File: config.mk
export PLATFORM = sky130hd
export DESIGN_NAME = vga_sync_gen
export DESIGN_NICKNAME = d
export VERILOG_FILES = /design/src/rtl/vga_sync_gen.sv
export SDC_FILE = /design/constraint.sdc
export NUM_CORES = 1
export LEC_CHECK = 0
export CAP_MARGIN = 15
export CELL_PAD_IN_SITES_DETAIL_PLACEMENT = 2
export CELL_PAD_IN_SITES_GLOBAL_PLACEMENT = 2
export CORE_UTILIZATION = 36
export DETAILED_ROUTE_END_ITERATION = 8
export PLACE_DENSITY_LB_ADDON = 0.1
export SLEW_MARGIN = 20
export SYNTH_ARGS = -nofsm -noshare
export SYNTH_HDL_FRONTEND = slang
export SYNTH_SLANG_ARGS = --single-unit
File: constraint.sdc
create_clock -name clk -period 5.9 [get_ports clk]
set_clock_uncertainty 0.2 [all_clocks]
set_input_delay 1.18 -clock clk [delete_from_list [all_inputs] [get_ports clk]]
set_output_delay 1.18 -clock clk [all_outputs]
set_load 0.005 [all_outputs]
File: src/rtl/vga_sync_gen.sv
// 640x480@60 Hz VGA raster timing from a 50 MHz clock using an internal /2 pixel phase.
// Counters and derived sync/blank outputs are registered together, so they never skew.
module vga_sync_gen #(
   parameter int H_ACTIVE = 640,
   parameter int H_FP     = 16,
   parameter int H_SYNC   = 96,
   parameter int H_BP     = 48,
   parameter int V_ACTIVE = 480,
   parameter int V_FP     = 10,
   parameter int V_SYNC   = 2,
   parameter int V_BP     = 33,
   parameter bit SYNC_POL = 1'b0
) (
   input  logic       clk,
   input  logic       reset,
   output logic [9:0] Hcnt,
   output logic [9:0] Vcnt,
   output logic       hs,
   output logic       vs,
   output logic       blank,
   output logic       vga_clk,
   output logic       frame_tick
);

   localparam int H_TOTAL = H_ACTIVE + H_FP + H_SYNC + H_BP;
   localparam int V_TOTAL = V_ACTIVE + V_FP + V_SYNC + V_BP;

   localparam logic [9:0]  H_LAST  = 10'(H_TOTAL - 1);
   localparam logic [9:0]  V_LAST  = 10'(V_TOTAL - 1);
   localparam logic [9:0]  V_ACT10 = 10'(V_ACTIVE);
   localparam logic [10:0] H_ACT11 = 11'(H_ACTIVE);
   localparam logic [10:0] V_ACT11 = 11'(V_ACTIVE);
   localparam logic [10:0] HS_BEG  = 11'(H_ACTIVE + H_FP);
   localparam logic [10:0] HS_END  = 11'(H_ACTIVE + H_FP + H_SYNC);
   localparam logic [10:0] VS_BEG  = 11'(V_ACTIVE + V_FP);
   localparam logic [10:0] VS_END  = 11'(V_ACTIVE + V_FP + V_SYNC);

   generate
      if (H_TOTAL > 1024 || V_TOTAL > 1024) begin : g_bad_params
         $error("vga_sync_gen: H_TOTAL and V_TOTAL must not exceed 1024");
      end
   endgenerate

   logic       ph_q, ph_d;
   logic [9:0] hcnt_q, hcnt_d;
   logic [9:0] vcnt_q, vcnt_d;
   logic       hs_q, hs_d;
   logic       vs_q, vs_d;
   logic       blank_q, blank_d;
   logic       tick_q, tick_d;
   logic [9:0] hcnt_nx, vcnt_nx;
   logic [10:0] hcnt_ext, vcnt_ext;

   always_comb begin
      hcnt_nx = (hcnt_q == H_LAST) ? 10'd0 : hcnt_q + 10'd1;
      vcnt_nx = vcnt_q;
      if (hcnt_q == H_LAST) begin
         vcnt_nx = (vcnt_q == V_LAST) ? 10'd0 : vcnt_q + 10'd1;
      end
      hcnt_ext = {1'b0, hcnt_nx};
      vcnt_ext = {1'b0, vcnt_nx};

      ph_d    = ~ph_q;
      hcnt_d  = hcnt_q;
      vcnt_d  = vcnt_q;
      hs_d    = hs_q;
      vs_d    = vs_q;
      blank_d = blank_q;
      tick_d  = 1'b0;

      // Derived outputs are decoded from the next counter values so they land on the same edge.
      if (ph_q) begin
         hcnt_d  = hcnt_nx;
         vcnt_d  = vcnt_nx;
         hs_d    = (hcnt_ext >= HS_BEG && hcnt_ext < HS_END) ? SYNC_POL : ~SYNC_POL;
         vs_d    = (vcnt_ext >= VS_BEG && vcnt_ext < VS_END) ? SYNC_POL : ~SYNC_POL;
         blank_d = (hcnt_ext < H_ACT11) && (vcnt_ext < V_ACT11);
         tick_d  = (hcnt_nx == 10'd0) && (vcnt_nx == V_ACT10);
      end
   end

   always_ff @(posedge clk or negedge reset) begin
      if (!reset) begin
         ph_q    <= 1'b0;
         hcnt_q  <= H_LAST;
         vcnt_q  <= V_LAST;
         hs_q    <= ~SYNC_POL;
         vs_q    <= ~SYNC_POL;
         blank_q <= 1'b0;
         tick_q  <= 1'b0;
      end else begin
         ph_q    <= ph_d;
         hcnt_q  <= hcnt_d;
         vcnt_q  <= vcnt_d;
         hs_q    <= hs_d;
         vs_q    <= vs_d;
         blank_q <= blank_d;
         tick_q  <= tick_d;
      end
   end

   assign Hcnt       = hcnt_q;
   assign Vcnt       = vcnt_q;
   assign hs         = hs_q;
   assign vs         = vs_q;
   assign blank      = blank_q;
   assign vga_clk    = ph_q;
   assign frame_tick = tick_q;

endmodule

==> flow_summary.ini <==
[run_status]
status = completed

[cells_and_area]
nNetsFinal = 225
mostFrequentLayoutCell = clkdlybuf4s50_1
n_fill_cell = 567
synthToLayoutAreaGrowth_pct = 14.34
antenna_cells = 0
fin_cells = 285
post-route-cell-area_sq_um = 2105
final_cell_mix = clkdlybuf4s50_1 (26), nand2_1 (23), nor2_1 (15), dfrtp_1 (13)
drive_above_1_share_pct = 11.47

[floorplanning]
fp.dieH_um = 73.50
initial_utilization_pct = 38.21
rows = 25
fp.dieW_um = 73.50
io_pins = 27
die-area_sq_um = 5402
core_region_area_sq_um = 4817

[clock_tree]
htreeDepth = 1
cts_tree = done
post_cts_buffers = 0
root_buffer = clkbuf_8
clkLatencyLatePin_ns = 0.28
cts-hold-fix-buffers = 0
cts_buffer_depth = 2
cts_num_sinks = 25
clkTransAtPathRegs_ns = 0.10
cts-buffers-inserted = 3
cts.repair.resized = 0

[synthesis]
async_reset_ff_share_pct = 100.0
seq_area_frac_synth_pct = 34.81
synth_top_area_cell = dfrtp_1
netlist_instances = 205
synth_area_sq_um = 1841
synth_nets = 211
synth_seq_cells = 25
synthFlopType = dfrtp_1
syn_area_per_cell_sq_um = 8.978
synth.area.top_cells = dfrtp_1 (18%), dfstp_2 (17%), xnor2_1 (5.7%)
synth_edf_count = 0
yosysUniqueCellTypes = 49
synth_top_area_share_pct = 17.68
ys_warn_count = 0

[pwr]
power_density_nw_per_um2 = 135.9
irDropWorstVdd_uv = 76.42
leakage_nw = 0.7748

[drt]
drt_pre_antenna_iters = 4
drtAntennaViolNets = 0
num_vias = 1649
wl_per_cell_um = 19.26
totalWireLength_um = 5488
vias_per_cell = 5.786
drc = 0
drt_iter0_markers = 53

[worst_setup_path]
path_buf_inv = 1
critPathTopFamily = flip-flops
slowest_delay_ns = 0.80
cp.arrival_ns = 1.71
crit_chain = clkdlybuf4s50_1
path_class = flip-flop to output port
worstSetupStartpointType = flip-flop
worstPathRequired_ns = 4.52
crit_fanout = 22
end_kind = output port
slowest_stage = dfrtp_1

[placement]
placedInstanceArea_sq_um = 2059
place_inst = 281
dp_hpwl_um = 3899
port_buffers = 26
gp_congestion = 0.7925

[global_routing]
grt_max_degree = 26
grt_pass1_wl_um = 9032
antenna_found_initial = 0
grt_overflow = 0
gr-usage-all-layers_pct = 22.17
grt_pass1_vias = 1673

[sta]
worst_slew_margin_rel_pct = 54.10
fin_crit_ns = 3.088
post-route-period-util_pct = 52.34
clock.fmax_mhz = 323.8
hold_viol_final = 0
rsz0062_at_grt = false
setup_viol = 0
worst_pin_slew_ns = 0.6885
fin_tns_setup_ns = 0
slew_viol_final = 0

[hold_path]
hold_class = flip-flop to flip-flop

[run]
cap_violations = 0
[path summary, 6_finish.rpt]
| path | cells after the start | startpoint | to | slack (ns) |
|---|---|---|---|---|
| max | 1 | vga_clk$_DFF_PN0_ | vga_clk | 2.81 |
| min | 2 | hs$_DFFE_PN1P_ | hs$_DFFE_PN1P_ | 0.31 |
| max reg2reg | 7 | Hcnt[0]$_DFFE_PN1P_ | blank$_DFFE_PN0P_ | 3.04 |
| min reg2reg | 2 | hs$_DFFE_PN1P_ | hs$_DFFE_PN1P_ | 0.31 |
| max in group asynchronous | 2 | reset | vs$_DFFE_PN1P_ | 4.13 |
| min in group asynchronous | 2 | reset | Hcnt[5]$_DFFE_PN0P_ | 1.07 |
[final cells by class]
class	count	area [sq um]	share of cell area, %
inverters	7	26.28	1.249
flip-flops and latches	25	640.6	30.44
clock buffers	4	45.04	2.140
repair buffers	27	267.8	12.72
well taps	67	83.83	3.983
multi-input cells	155	1041	49.46
[Yosys cell counts (2+ instances only)]
cell type	n
or3_1	4
nor4_1	2
and3_1	5
ha_1	4
o21ai_0	9
a21oi_1	6
o32ai_1	2
inv_1	7
nor2_1	15
and4_1	3
a21o_1	2
a2111o_1	2
o31ai_1	3
a311oi_1	2
nand2_1	23
buf_2	4
clkbuf_1	5
nand4_1	6
nor3_1	10
buf_4	2
dfrtp_1	13
xor2_1	6
and2_1	2
o2111a_1	2
dfstp_2	12
buf_6	7
xnor2_1	12
a31oi_1	8
nand3_1	6
nand4b_1	2
[registers in the layout, summed over array words and instances, names as in the netlist]
signal / flops
vs: 1
Vcnt: 10
Hcnt: 10
vga_clk: 1
frame_tick: 1
blank: 1
hs: 1
[power by group]
group / switching, mW / leakage, nW / total [mW] / internal (mW)
logic: 0.00358 / 0.455 / 0.00459 / 0.00101
registers: 0 / 0.297 / 0.172 / 0.172
clock network: 0.0612 / 0.0228 / 0.110 / 0.0486
[cell families after synthesis]
kind of cell,share of synthesized area (%)
AO/OA/AOI/OAI,19.17
XOR/XNOR,8.566
adder cells (fa/ha/maj),2.719
buffers and inverters,8.634
flip-flops,34.81
multiplexers,1.156
AND/OR/NAND/NOR,24.95
[routing by layer]
metal / routed length [um] / track usage [%] / up-vias
met1: 2655 / 31.09 / 843
met2: 2629 / 36.29 / 28
li1: - / - / 773
met3: 143 / 2.332 / 5
met4: 60 / 5.769 / 0
met5: 0 / 0 / -
[through the flow]
| step | total power, mW | worst slack [ns] | utilization, % | hold WS [ns] |
|---|---|---|---|---|
| detailed placement | 0.1797 | 3.023 | 42.75 | 0.3058 |
| global route | 0.2935 | 2.692 | 43.69 | 0.3588 |
| CTS | 0.2901 | 2.806 | 43.69 | 0.3212 |
| finish | 0.2861 | 2.812 | 43.69 | 0.3142 |
| floorplan | 0.1747 | 3.558 | - | 0.2755 |
| global placement | 0.1795 | 3.135 | 42.75 | 0.2831 |
Note: power is estimated with default switching activity, not from simulation.
